[config.mk]
export PLATFORM = sky130hd
export DESIGN_NAME = spi_sys_reset_sequencer_flat
export DESIGN_NICKNAME = d
export VERILOG_FILES = /design/src/rtl/spi_sys_reset_sequencer_if.sv /design/src/rtl/spi_sys_reset_sequencer.sv /design/src/flat_wrapper.sv
export SDC_FILE = /design/constraint.sdc
export NUM_CORES = 1
export LEC_CHECK = 0
export CAP_MARGIN = 20
export CORE_MARGIN = 2
export CORE_UTILIZATION = 63
export CTS_CLUSTER_SIZE = 28
export DETAILED_ROUTE_END_ITERATION = 8
export DONT_BUFFER_PORTS = 1
export PLACE_DENSITY = 0.79
export SYNTH_ARGS = -nofsm -noshare
export SYNTH_HDL_FRONTEND = slang
export SYNTH_SLANG_ARGS = --single-unit
[constraint.sdc]
create_clock -name osc_clk_i -period 2.5 [get_ports osc_clk_i]
set_input_delay 0.25 -clock osc_clk_i [delete_from_list [all_inputs] [get_ports osc_clk_i]]
set_output_delay 0.25 -clock osc_clk_i [all_outputs]
set_load 0.03 [all_outputs]
[src/rtl/spi_sys_reset_sequencer_if.sv]
// MMCM supervision bundle between the reset sequencer (slave) and the clocking/system side (master).
// Counter width must match the CNT_W of the sequencer it connects to.
interface spi_sys_reset_sequencer_if #(
    parameter int CNT_W = 8
);
    logic             mmcm_locked_i;
    logic             mmcm_rst_o;
    logic             reset_n_o;
    logic             clock_good_o;
    logic [CNT_W-1:0] timeout_cnt_o;
    logic [CNT_W-1:0] lol_cnt_o;

    modport master (
        output mmcm_locked_i,
        input  mmcm_rst_o,
        input  reset_n_o,
        input  clock_good_o,
        input  timeout_cnt_o,
        input  lol_cnt_o
    );

    modport slave (
        input  mmcm_locked_i,
        output mmcm_rst_o,
        output reset_n_o,
        output clock_good_o,
        output timeout_cnt_o,
        output lol_cnt_o
    );
endinterface

[src/rtl/spi_sys_reset_sequencer.sv]
// MMCM lock supervisor on the free-running oscillator: MMCM reset, lock qualification, reset stretch, recovery.
// Define LOCK_STATUS_CNT_EN to build the saturating timeout / loss-of-lock counters; otherwise they read 0.
module spi_sys_reset_sequencer #(
    parameter int MMCM_RST_CYCLES     = 8,
    parameter int LOCK_TIMEOUT_CYCLES = 400000,
    parameter int LOCK_STABLE_CYCLES  = 1024,
    parameter int RESET_HOLD_CYCLES   = 16,
    parameter int CNT_W               = 8
) (
    input  logic                      osc_clk_i,
    input  logic                      fpga_rst_n_i,
    spi_sys_reset_sequencer_if.slave  bus
);
    localparam int P_RST  = (MMCM_RST_CYCLES     < 1) ? 1 : MMCM_RST_CYCLES;
    localparam int P_TO   = (LOCK_TIMEOUT_CYCLES < 1) ? 1 : LOCK_TIMEOUT_CYCLES;
    localparam int P_STB  = (LOCK_STABLE_CYCLES  < 1) ? 1 : LOCK_STABLE_CYCLES;
    localparam int P_HOLD = (RESET_HOLD_CYCLES   < 1) ? 1 : RESET_HOLD_CYCLES;
    localparam int P_M1   = (P_RST > P_TO)  ? P_RST : P_TO;
    localparam int P_M2   = (P_STB > P_HOLD) ? P_STB : P_HOLD;
    localparam int P_MAX  = (P_M1 > P_M2)   ? P_M1  : P_M2;
    localparam int TW     = (P_MAX < 2) ? 1 : $clog2(P_MAX);

    localparam logic [TW-1:0] L_RST  = TW'(P_RST  - 1);
    localparam logic [TW-1:0] L_TO   = TW'(P_TO   - 1);
    localparam logic [TW-1:0] L_STB  = TW'(P_STB  - 1);
    localparam logic [TW-1:0] L_HOLD = TW'(P_HOLD - 1);

    typedef enum logic [2:0] {
        S_MMCM_RST,
        S_WAIT_LOCK,
        S_STABLE,
        S_HOLD,
        S_RUN
    } state_t;

    state_t        r_state;
    logic [TW-1:0] r_cnt;
    logic          r_mmcm_rst;
    logic          r_reset_n;
    logic          r_clock_good;
    logic          r_sync1;
    logic          r_sync2;
    logic          w_lock_s;
    logic          w_cnt_zero;

    assign w_lock_s   = r_sync2;
    assign w_cnt_zero = (r_cnt == '0);

    // LOCKED from an MMCM held in reset is stale, so the synchronizer is flushed
    // while pulsing RST; a fresh lock then always pays the full 2-cycle sync delay.
    always_ff @(posedge osc_clk_i or negedge fpga_rst_n_i) begin
        if (!fpga_rst_n_i) begin
            r_sync1 <= 1'b0;
            r_sync2 <= 1'b0;
        end else if (r_state == S_MMCM_RST) begin
            r_sync1 <= 1'b0;
            r_sync2 <= 1'b0;
        end else begin
            r_sync1 <= bus.mmcm_locked_i;
            r_sync2 <= r_sync1;
        end
    end

    always_ff @(posedge osc_clk_i or negedge fpga_rst_n_i) begin
        if (!fpga_rst_n_i) begin
            r_state      <= S_MMCM_RST;
            r_cnt        <= L_RST;
            r_mmcm_rst   <= 1'b1;
            r_reset_n    <= 1'b0;
            r_clock_good <= 1'b0;
        end else begin
            case (r_state)
                S_MMCM_RST: begin
                    if (w_cnt_zero) begin
                        r_state    <= S_WAIT_LOCK;
                        r_cnt      <= L_TO;
                        r_mmcm_rst <= 1'b0;
                    end else begin
                        r_cnt <= r_cnt - 1'b1;
                    end
                end
                S_WAIT_LOCK: begin
                    if (w_lock_s) begin
                        r_state <= S_STABLE;
                        r_cnt   <= L_STB;
                    end else if (w_cnt_zero) begin
                        r_state    <= S_MMCM_RST;
                        r_cnt      <= L_RST;
                        r_mmcm_rst <= 1'b1;
                    end else begin
                        r_cnt <= r_cnt - 1'b1;
                    end
                end
                S_STABLE: begin
                    if (!w_lock_s) begin
                        r_state <= S_WAIT_LOCK;
                        r_cnt   <= L_TO;
                    end else if (w_cnt_zero) begin
                        r_state <= S_HOLD;
                        r_cnt   <= L_HOLD;
                    end else begin
                        r_cnt <= r_cnt - 1'b1;
                    end
                end
                S_HOLD: begin
                    if (!w_lock_s) begin
                        r_state    <= S_MMCM_RST;
                        r_cnt      <= L_RST;
                        r_mmcm_rst <= 1'b1;
                    end else if (w_cnt_zero) begin
                        r_state      <= S_RUN;
                        r_cnt        <= '0;
                        r_reset_n    <= 1'b1;
                        r_clock_good <= 1'b1;
                    end else begin
                        r_cnt <= r_cnt - 1'b1;
                    end
                end
                S_RUN: begin
                    if (!w_lock_s) begin
                        r_state      <= S_MMCM_RST;
                        r_cnt        <= L_RST;
                        r_mmcm_rst   <= 1'b1;
                        r_reset_n    <= 1'b0;
                        r_clock_good <= 1'b0;
                    end
                end
                default: begin
                    r_state      <= S_MMCM_RST;
                    r_cnt        <= L_RST;
                    r_mmcm_rst   <= 1'b1;
                    r_reset_n    <= 1'b0;
                    r_clock_good <= 1'b0;
                end
            endcase
        end
    end

    assign bus.mmcm_rst_o   = r_mmcm_rst;
    assign bus.reset_n_o    = r_reset_n;
    assign bus.clock_good_o = r_clock_good;

`ifdef LOCK_STATUS_CNT_EN
    logic             w_timeout_evt;
    logic             w_lol_evt;
    logic [CNT_W-1:0] r_timeout_cnt;
    logic [CNT_W-1:0] r_lol_cnt;

    // Lock arriving on the timeout cycle wins, so it is not counted as a timeout.
    assign w_timeout_evt = (r_state == S_WAIT_LOCK) && !w_lock_s && w_cnt_zero;
    assign w_lol_evt     = (r_state == S_RUN) && !w_lock_s;

    always_ff @(posedge osc_clk_i or negedge fpga_rst_n_i) begin
        if (!fpga_rst_n_i) begin
            r_timeout_cnt <= '0;
            r_lol_cnt     <= '0;
        end else begin
            if (w_timeout_evt && (r_timeout_cnt != {CNT_W{1'b1}}))
                r_timeout_cnt <= r_timeout_cnt + 1'b1;
            if (w_lol_evt && (r_lol_cnt != {CNT_W{1'b1}}))
                r_lol_cnt <= r_lol_cnt + 1'b1;
        end
    end

    assign bus.timeout_cnt_o = r_timeout_cnt;
    assign bus.lol_cnt_o     = r_lol_cnt;
`else
    assign bus.timeout_cnt_o = {CNT_W{1'b0}};
    assign bus.lol_cnt_o     = {CNT_W{1'b0}};
`endif

endmodule

[src/flat_wrapper.sv]
// flat-port wrapper written by rule: the top's interface ports become plain ports
module spi_sys_reset_sequencer_flat 
#(
    parameter int MMCM_RST_CYCLES     = 8,
    parameter int LOCK_TIMEOUT_CYCLES = 400000,
    parameter int LOCK_STABLE_CYCLES  = 1024,
    parameter int RESET_HOLD_CYCLES   = 16,
    parameter int CNT_W               = 8
)
  (osc_clk_i, fpga_rst_n_i, bus_mmcm_locked_i, bus_mmcm_rst_o, bus_reset_n_o, bus_clock_good_o, bus_timeout_cnt_o, bus_lol_cnt_o);
  spi_sys_reset_sequencer_if #(.CNT_W(CNT_W)) bus_i ();
  input  logic osc_clk_i;
  input  logic fpga_rst_n_i;
  input wire logic [$bits(bus_i.mmcm_locked_i)-1:0] bus_mmcm_locked_i;
  output wire logic [$bits(bus_i.mmcm_rst_o)-1:0] bus_mmcm_rst_o;
  output wire logic [$bits(bus_i.reset_n_o)-1:0] bus_reset_n_o;
  output wire logic [$bits(bus_i.clock_good_o)-1:0] bus_clock_good_o;
  output wire logic [$bits(bus_i.timeout_cnt_o)-1:0] bus_timeout_cnt_o;
  output wire logic [$bits(bus_i.lol_cnt_o)-1:0] bus_lol_cnt_o;
  assign bus_i.mmcm_locked_i = bus_mmcm_locked_i;
  assign bus_mmcm_rst_o = bus_i.mmcm_rst_o;
  assign bus_reset_n_o = bus_i.reset_n_o;
  assign bus_clock_good_o = bus_i.clock_good_o;
  assign bus_timeout_cnt_o = bus_i.timeout_cnt_o;
  assign bus_lol_cnt_o = bus_i.lol_cnt_o;
  spi_sys_reset_sequencer #(.MMCM_RST_CYCLES(MMCM_RST_CYCLES), .LOCK_TIMEOUT_CYCLES(LOCK_TIMEOUT_CYCLES), .LOCK_STABLE_CYCLES(LOCK_STABLE_CYCLES), .RESET_HOLD_CYCLES(RESET_HOLD_CYCLES), .CNT_W(CNT_W)) u_core (.osc_clk_i(osc_clk_i), .fpga_rst_n_i(fpga_rst_n_i), .bus(bus_i));
endmodule
-- Word level (Yosys, flattened, before mapping)
Index checks and enable logic that the tools add are counted.
- add/subtract/negate cells: 1
- equality and inequality tests: 14
- mux-type cells: 28
- bitwise gates (word level): 2
- reduce and logical (&&, ||, !) cells: 7
- operator list (kind ; count):
    two-way mux 19 bit ; 8
    one-hot mux 19 bit (5 select lines) ; 1
    two-way mux 3 bit ; 8
    logical NOT 19 bit ; 1
    subtractor 19 x 1 -> 19 bit (second input constant) ; 1
    one-hot mux 3 bit (5 select lines) ; 1
    AND reduction 5 bit ; 2
    two-way mux 1 bit ; 8
    != test 2 x 1 -> 1 bit (second input constant) ; 4
    equality test 3 x 2 -> 1 bit (second input constant) ; 2
    != test 2 bit (second input constant) ; 3
    != test 3 bit (second input constant) ; 2
    one-hot mux 1 bit (4 select lines) ; 1
    AND reduction 4 bit ; 1
    equality test 3 x 1 -> 1 bit (second input constant) ; 1
    equality test 3 bit (second input constant) ; 1
    logical NOT 3 bit ; 1
    != test 3 x 1 -> 1 bit (second input constant) ; 1
    one-hot mux 1 bit (3 select lines) ; 1
    OR reduction 3 bit ; 1
    NOT 1 bit ; 2
    OR reduction 2 bit ; 1
- flip-flop bits (word level): 26
- input port bits: 3
- output and inout bits: 19

-- Depth between registers and ports, before layout
- depth after elaboration: 4
- mapped depth: 8
- mapped depth without buffers: 8

-- Worst setup path after synthesis
No wires, ideal clock.
- path type: register -> register
- start: register u_core.r_cnt[3]
- end: register u_core.r_cnt[11]
- library setup time: 126 ps
- arrival time: 2005 ps
- required time: 2374 ps
- setup slack: 369 ps
- stages on the path, launching flop included: 7
- buffers on the path: 1
- period minus slack after synthesis: 2131 ps
- cells stage by stage: dfrtp_1 -> nor4_2 -> nand4b_4 -> or2_1 -> buf_6 -> a311o_1 -> a221o_1
- cells in the longest elaborated chain, start to end: 4
- ends and longest elaborated chain (what ; line ; source):
    from (decl) ; spi_sys_reset_sequencer.sv:37 ; logic [TW-1:0] r_cnt;
    from (signal assigned) ; spi_sys_reset_sequencer.sv:79 ; r_cnt <= r_cnt - 1'b1;
    from (signal assigned) ; spi_sys_reset_sequencer.sv:91 ; r_cnt <= r_cnt - 1'b1;
    from (signal assigned) ; spi_sys_reset_sequencer.sv:102 ; r_cnt <= r_cnt - 1'b1;
    subtractor 19 x 1 -> 19 bit or logical NOT 19 bit (tied branches) ; - ;
    two-way mux 19 bit (on tied branches) ; spi_sys_reset_sequencer.sv:110, spi_sys_reset_sequencer.sv:86, spi_sys_reset_sequencer.sv:98 ;
    two-way mux 19 bit (on tied branches) ; spi_sys_reset_sequencer.sv:106, spi_sys_reset_sequencer.sv:83, spi_sys_reset_sequencer.sv:95 ;
    one-hot mux 19 bit (5 select lines) * ; spi_sys_reset_sequencer.sv:72 ; case (r_state)
Mark *: on every way between the ends. The rest lies on a longest branch, timed or not.
A chain may end at the register's enable or synchronous reset.

-- Worst setup path in the final report
- start: register u_core.r_cnt[1]
- end: register u_core.r_cnt[12]
The elaborated chain is that of the path after synthesis.

==> out/qor.yml <==
ys_warn_count: 0
ant_nets: 0
path_max_fanout: 5
critical_path_class: "reg2reg"
synth_edf_count: 0
syn_avg_cell_area_um2: 8.45
async_flop_share: 1.00
slew_headroom: 0.573
cellPowerDensity_mw_per_mm2: 819
drv_slew: 0
grt_pass1_wl_mm: 7.36
grt_pass1_vias: 1560
timing.rr.end: "u_core.r_cnt[12]"
fmax_ghz: 0.423
period_share: 0.945
post_drt_wl_per_cell_um: 17.0
synth_cells: 225
core-area_mm2: 0.00281
rsz0062_at_grt: "false"
nNetsFinal: 231
die_y_um: 58.9
finalSetupTns_ns: 0
wl_mm: 4.36
ys_seq_elements: 26
cts_setup_buffers: 0
track_usage: 0.277
overflow: 0
ys_types: 52
end_kind: "flip-flop"
port_buffers: 0
ioPinCount: 22
grt_max_degree: 27
num_vias: 1659
reg2regPathDepth: 8
die-area_mm2: 0.00347
synth_top_cell_area_share: 0.289
cts_buffer_depth: 2
drive_above_1_share: 0.116
timing.max_cap.violations: 0
rows: 19
clk_pin_slew_worst_paths_ns: 0.15
synth.area.top_cells: "dfrtp_1, buf_4, dfstp_2"
synth_commonest_cells: "nor2_1, nand2_1, buf_4, dfrtp_1, a21oi_1"
hold_depth: 1
first_pass_iters: 8
root_buffer: "clkbuf_4"
diodes: 0
hold_viol: 0
cts_made_buffers: 3
synth_area_mm2: 0.00190
period_needed_ns: 2.36
htreeDepth: 1
critPathLaunchType: "flip-flop"
reg2reg_slack_ns: 0.14
holdPathEnd: "u_core.r_sync1"
start_util: 0.678
worstMarginPinSlew_ns: 0.641
areaGrowthSynthToFinish_pct: 0.592
vias_per_cell: 6.48
synth.most_common_cell: "nor2_1"
hold_ws_ns: 0.0440
ys.flop_type: "dfrtp_1"
die_x_um: 58.9
cts_tree: "yes"
min_from: "bus_mmcm_locked_i"
gp_congestion: 0.936
power.leakage_nw: 0.791
finClkSkew_ns: 0.00205
hold_path_class: "in2reg"
status: "finished with violations"
finalSetupViolCount: 0
worstPathRequired_ns: 2.74
nFillCells: 223
post-synth-top-area-cell: "dfrtp_1"
violations: "DRC"
peakVddDrop_mv: 0.711
clk_latency_ns: 0.33
numClockSinks: 26
arrival_ns: 2.60
dp_hpwl_mm: 3.18
worstReg2RegStart: "u_core.r_cnt[1]"
antenna_found_initial: 0
drc: 2
synth_seq_area_share: 0.345
drtIter0Drc: 120
[timing repair]
item                      in CTS  in global routing
hold endpoints to repair      26                  0
resized for setup              0                  0
hold buffers                   2                  0
[power by group]
| part | internal [mW] | switching (mW) | leakage [nW] |
|---|---|---|---|
| Clock | 0.0893 | 0.137 | 0.0210 |
| Sequential | 0.561 | 0.218 | 0.314 |
| Combinational | 0.254 | 0.308 | 0.456 |
| Total | 0.904 | 0.663 | 0.791 |
[cell type report]
cell class	instances	area, um2	share of cell area
Multi-Input combinational cell	176	1060	0.555
Sequential cell	26	656	0.343
Timing Repair Buffer	9	82.6	0.0432
Tap cell	31	38.8	0.0203
Inverter	10	37.5	0.0196
Clock buffer	4	36.3	0.0190
[per-stage QoR]
| stage | cell area, um2 | std cells | setup slack (ns) | util | total power [mW] |
|---|---|---|---|---|---|
| floorplan | 1960 | 240 | 0.369 | - | 1.20 |
| CTS | 1910 | 256 | 0.169 | 0.682 | 1.55 |
| global route | 1910 | 256 | 0.0424 | 0.682 | 1.66 |
| global placement | 1850 | 250 | 0.247 | 0.658 | 1.29 |
| finish | 1910 | 256 | 0.137 | 0.682 | 1.57 |
| detailed placement | 1850 | 250 | 0.192 | 0.658 | 1.32 |
[cells by family (layout without fill, tap and decap cells)]
logic type	Yosys count	after routing	share of synthesized area
buffers and inverters	38	23	0.126
other	1	16	0.00197
AND/OR/NAND/NOR	87	87	0.246
XOR/XNOR	10	10	0.0461
multiplexers	1	1	0.00526
flip-flops	26	26	0.345
AO/OA/AOI/OAI	60	60	0.216
adder cells (fa/ha/maj)	2	2	0.0132
[worst max-delay path, stage by stage (launching register included)]
cell,delay (ns)
dfstp_2,0.41
inv_1,0.10
ha_1,0.25
or4b_1,0.56
or3_1,0.38
nor3_1,0.22
xnor2_1,0.15
nand2_1,0.07
o2bb2ai_1,0.12
[worst max path at each step]
stage                       endpoint  depth (start not counted)  slack, ns            start
global route        u_core.r_cnt[12]                          8       0.04  u_core.r_cnt[1]
finish              u_core.r_cnt[12]                          8       0.14  u_core.r_cnt[1]
global placement    u_core.r_cnt[12]                          8       0.25  u_core.r_cnt[1]
floorplan           u_core.r_cnt[11]                          6       0.37  u_core.r_cnt[3]
detailed placement  u_core.r_cnt[12]                          8       0.19  u_core.r_cnt[0]
CTS                 u_core.r_cnt[12]                          8       0.17  u_core.r_cnt[1]
[sequential cells by signal, indices dropped and copies added (netlist names)]
signal	flops
u_core.r_sync1	1
u_core.bus.reset_n_o	1
u_core.bus.mmcm_rst_o	1
u_core.r_sync2	1
u_core.r_state	3
u_core.r_cnt	19
[cell usage in the layout, fill, tap and decap left out, types with 4 or more instances in the layout]
cell type,count
nor4_1,4
buf_4,7
nor3_1,11
a21oi_1,16
nor2_1,24
nor2b_1,4
dfrtp_1,22
o21ai_0,5
nand3_1,4
conb_1,16
dfstp_2,4
inv_1,10
xnor2_1,7
a31oi_1,10
nand2_1,23
[per-layer routing]
layer  part of all wire  track usage  wire length, um  vias to the layer above
met5                  0            0                0                        -
met4              0.012        0.110               53                        0
met3              0.091       0.0286              395                        6
met2               0.47        0.437             2030                       97
met1               0.43        0.391             1870                      774
li1                   -            -                -                      782
Note: power is estimated with default switching activity, not from simulation.
==> patch 1: new RTL, same flow settings <==
The option `LOCK_STATUS_CNT_EN` is turned on by a define.
--- a/src/rtl/spi_sys_reset_sequencer.sv
+++ b/src/rtl/spi_sys_reset_sequencer.sv
@@ -2,2 +2,4 @@
 // Define LOCK_STATUS_CNT_EN to build the saturating timeout / loss-of-lock counters; otherwise they read 0.
+`define LOCK_STATUS_CNT_EN
+
 module spi_sys_reset_sequencer #(
Formal check against the unedited RTL: no difference found for any inputs over 10 cycles, from zero or initial values and one cycle with fpga_rst_n_i low; that may be too few to reach the edited logic, so the function may still have changed.
==> patch 1 against the original RTL <==
  * Global-route usage fell by 0.41 points
  * Setup slack better by 0.14 ns
  * Combinational power is 22% higher
  * Synthesized area up 34%
  * Non-clock buffer count rose by 6
  * Cell area is 45% higher
  * Die area up 31%
  * Sequential cell count rose by 16
  * Sequential power grew 34%
  * Clock skew up 0.0060 ns
  * Synthesized cell count is 20% higher
  * Via count grew 31%
  * Wire length grew 29%
  * Power is 37% higher
==> patch 1: results (changes against the original RTL) <==
fin_crit_ns: 2.22  # -0.139 ns
nNetsFinal: 288  # +25%
clk_root_buffer_cell: "clkbuf_8"
synthMuxAreaShare: 0.0167  # +0.0114
p_leak_nw: 1.16  # +47%
holdPathEnd: "u_core.r_sync1"
place_ws_ns: 0.286  # +0.0941 ns
dpl_cell_area_um2: 2650  # +44%
cts-buffers-inserted: 5  # +2
wl_met2_mm: 2.73  # +34%
grt_use_total: 0.273  # -0.00412
drt-wirelength-per-cell_um: 17.0  # -0.23%
power_mw: 2.15  # +37%
holdWs_ns: 0.103  # +0.0595 ns
fillers: 288  # +29%
intPower_mw: 1.33  # +47%
r2r_slack_ns: 0.28  # +0.14 ns
ys_top_cells_by_count: "dfrtp_1 (38), nand2_1 (25), nand3_1 (18), a21oi_1 (14)"
vdd_drop_max_mv: 0.584  # -18%
syn_avg_cell_area_um2: 9.47  # +12%
clkTransAtPathRegs_ns: 0.08  # -0.07 ns
drive_above_1_share: 0.156  # +0.0405
grt_use_met1: 0.376  # -0.0148
grt_first_pass_wirelength_mm: 9.45  # +28%
seq_area_frac_synth: 0.415  # +0.0700
finalWirelength_mm: 5.64  # +29%
rr_startpoint: "u_core.r_cnt[0]"
skew_ns: 0.00805  # +0.00600 ns
synth.area.top_cells: "dfrtp_1 (37%), xnor2_1 (4.5%), dfstp_2 (4.1%)"
grt_start_max_net_pins: 43  # +59%
critPathMaxFanout: 10  # +5
dpl.hpwl_mm: 4.02  # +27%
drtIter0Drc: 225  # +88%
place.gp.congestion: 0.943  # +0.77%
reg2regPathDepth: 7  # -1
p_clk_mw: 0.431  # +91%
dr.pass1.iters: 4  # -4
yosys_warnings: 0  # unchanged
grt_util_met3: 0.0517  # +0.0231
grtUsageMet2: 0.439  # +0.00222
status: "finished, final reports clean"
htree_levels: 2  # +1
clkLatencyLatePin_ns: 0.30  # -0.03 ns
synth_compound_area_frac: 0.208  # -0.00858
synth_xor_area_frac: 0.0585  # +0.0124
power_frac_comb: 0.319  # -0.040
synth-adder-area-share: 0.0197  # +0.00650
placed_cells: 322  # +29%
grt_pass1_vias: 1991  # +28%
grt-ovfl-total: 0  # unchanged
cp.arrival_ns: 2.46  # -0.14 ns
m1WireLength_mm: 2.46  # +31%
worstMarginPinSlew_ns: 0.622  # -0.0187 ns
routed-wl-met3_um: 375  # -5.1%
synth_cell_types: 59  # +13%
[patch 1: cell types whose count changed in the layout (fill, tap and decap cells not counted), sizes merged, moves of 8 or more]
| cell | unedited run | this run |
|---|---|---|
| dfrtp | 22 | 38 |
| nand3 | 4 | 18 |
| nand4 | 1 | 9 |
| o21ai | 5 | 13 |
| conb | 16 | 0 |
| nor2 | 25 | 14 |
[patch 1: cell type report]
cell class / instances / area [um2] / area share
clock buffer: 6 / 72.6 / 0.0262
clock inverter: 2 / 13.8 / 0.00497
inverter: 10 / 37.5 / 0.0136
multi-input combinational: 207 / 1400 / 0.505
sequential: 42 / 1060 / 0.381
tap: 50 / 62.6 / 0.0226
timing repair buffer: 15 / 128 / 0.0461
[patch 1: critical path: stages, from the launching register on]
cell and delay (ns):
dfstp_2 0.61, inv_1 0.08, ha_1 0.19, nor4b_1 0.14
and3_1 0.30, a2111oi_4 0.55, o221ai_1 0.19, nand3_1 0.10
==> patch 2: new RTL, same flow settings <==
Without the edit above. Encoding of `state_t`: now one-hot (5 bits for 5 states).
--- a/src/rtl/spi_sys_reset_sequencer.sv
+++ b/src/rtl/spi_sys_reset_sequencer.sv
@@ -27,8 +27,8 @@
 
-    typedef enum logic [2:0] {
-        S_MMCM_RST,
-        S_WAIT_LOCK,
-        S_STABLE,
-        S_HOLD,
-        S_RUN
+    typedef enum logic [4:0] {
+        S_MMCM_RST  = 5'b00001,
+        S_WAIT_LOCK = 5'b00010,
+        S_STABLE    = 5'b00100,
+        S_HOLD      = 5'b01000,
+        S_RUN       = 5'b10000
     } state_t;
Check against the original RTL: no difference found for any inputs over 10 cycles, from zero or initial values and one cycle with fpga_rst_n_i low; not proved beyond that.
==> patch 2 against the original RTL <==
  * Wire length is 4.7% higher
  * Non-clock buffer count stayed put
  * Setup slack better by 0.029 ns
  * Sequential cell count is 2 higher
  * Synthesized area is 6.8% higher
  * Largest cell class unchanged
  * First-iteration DRC count is 8.3% higher
  * Cell area is 9.2% higher
  * Final cell count is 7.8% higher
Power is not compared: it rests on default switching activity, and its combinational part moved more than twofold at a synthesized area within 25%.
==> patch 2: results (changes against the original RTL) <==
multi_input_comb_cells: 187  # +6.3%
clk_root_buffer_cell: "clkbuf_4"
diodes: 0  # unchanged
drtIter0Drc: 130  # +8.3%
routed-wl-met3_um: 227  # -43%
viasPerCell: 6.23  # -3.9%
grt_first_pass_wirelength_mm: 7.60  # +3.3%
async_flop_share: 1.00  # unchanged
htree_levels: 1  # unchanged
wl_met2_mm: 2.26  # +11%
yosys_warnings: 0  # unchanged
fillers: 262  # +17%
dpl_cell_area_um2: 1990  # +7.5%
clkLatencyLatePin_ns: 0.34
grt_util_met3: 0.0448  # +0.0162
dr.pass1.iters: 4  # -4
crit_family: "simple AND/OR/NAND/NOR gates"
grt_pass1_vias: 1637  # +4.9%
slowest_delay_ns: 0.47  # -0.09 ns
core_um2: 3050  # +8.8%
multiInputGateArea_um2: 1180  # +11%
place.gp.congestion: 0.918  # -1.9%
nNetsFinal: 238  # +3.0%
m1WireLength_mm: 2.01  # +7.2%
n_all_buffers: 9  # unchanged
seq_area_frac_synth: 0.348  # +0.00338
critPathMaxFanout: 5  # unchanged
max_slew_margin: 0.618  # +0.0455
drive_above_1_share: 0.142  # +0.0267
grt_start_max_net_pins: 29  # +7.4%
drt-wirelength-per-cell_um: 16.5  # -2.9%
ys_top_cells_by_count: "dfrtp_1 (23), nand2_1 (19), buf_4 (18), nor2_1 (16)"
maxSlewViolCount: 0  # unchanged
place_ws_ns: 0.200  # +0.00787 ns
skew_ns: 0.0146  # +0.0126 ns
buffer_area_frac: 0.0395  # -0.00364
seq_share: 0.338  # -0.00438
status: "finished, final reports clean"
grt_use_met1: 0.377  # -0.0138
holdBufCountCts: 2  # unchanged
grtUsageMet2: 0.449  # +0.0120
synth_cell_types: 59  # +13%
dpl.hpwl_mm: 3.33  # +4.7%
clkTransAtPathRegs_ns: 0.16
grt_use_total: 0.276  # -0.00113
hp-class: "primary input to flop"
yosys_register_bits: 28  # +7.7%
synth_ff_type: "dfrtp_1"
top_regs: "u_core.r_cnt: 19 flops, u_core.r_state: 5 flops"
antenna_found_initial: 0  # unchanged
cp_slowest_cell: "or4_4"
inverters: 4  # -6
cp.arrival_ns: 2.56  # -0.04 ns
clkCellAreaFrac: 0.0251  # +0.00618
hold_viol_final: 0  # unchanged
cts_setup_buffers: 0  # unchanged
synth.area.top_cells: "dfrtp_1 (28%), buf_4 (6.7%), dfstp_2 (6.5%)"
clock_path_buffers: 2  # unchanged
patch 2: cell types whose count changed in the layout (fill, tap and decap cells not counted), sizes merged, moves of 3 or more:
cell,change
a21o,+3
o21ai,+13
a31oi,-4
and3,+5
xnor2,-4
a31o,-3
nor2,-8
a221o,+4
nand2,-4
a211o,+4
and2,+3
inv,-6
nand3,+3
patch 2: cell families (layout without fill, tap and decap cells):
kind of cell,after synthesis,after routing,synth area share
xor gates and xnor gates,6,6,0.0259
and+or+nand+nor,94,94,0.266
other,1,16,0.00185
DFF,28,28,0.348
AOI/OAI and AO/OA,69,69,0.235
adders and majority gates,2,2,0.0123
buffers and inverters,33,17,0.110
patch 2: metrics by stage:
stage	instances	hold WS [ns]	utilization	power (mW)
floorplan	248	-0.0456	-	1.73
global placement	270	-0.0449	0.650	1.89
detailed placement	270	-0.0449	0.650	1.96
CTS	276	0.0167	0.677	2.27
global route	276	0.00115	0.684	2.49
finish	276	0.0242	0.684	2.32
patch 2: where the power goes:
group,switching (mW),leakage [nW],total [mW],internal (mW)
combinational,0.670,0.562,1.18,0.505
sequential,0.232,0.365,0.839,0.607
clock,0.139,0.0279,0.301,0.162
total,1.04,0.955,2.32,1.27
patch 2: path summary, 6_finish.rpt:
kind                              startpoint                to  slack, ns  cells after the start
max                         u_core.r_cnt[11]  u_core.r_cnt[18]       0.17                      6
min                        bus_mmcm_locked_i    u_core.r_sync1       0.02                      1
max reg2reg                 u_core.r_cnt[11]  u_core.r_cnt[18]       0.17                      6
min reg2reg                   u_core.r_sync1    u_core.r_sync2       0.48                      1
max in group asynchronous       fpga_rst_n_i   u_core.r_cnt[2]       1.93                      2
min in group asynchronous       fpga_rst_n_i    u_core.r_sync2       0.32                      2
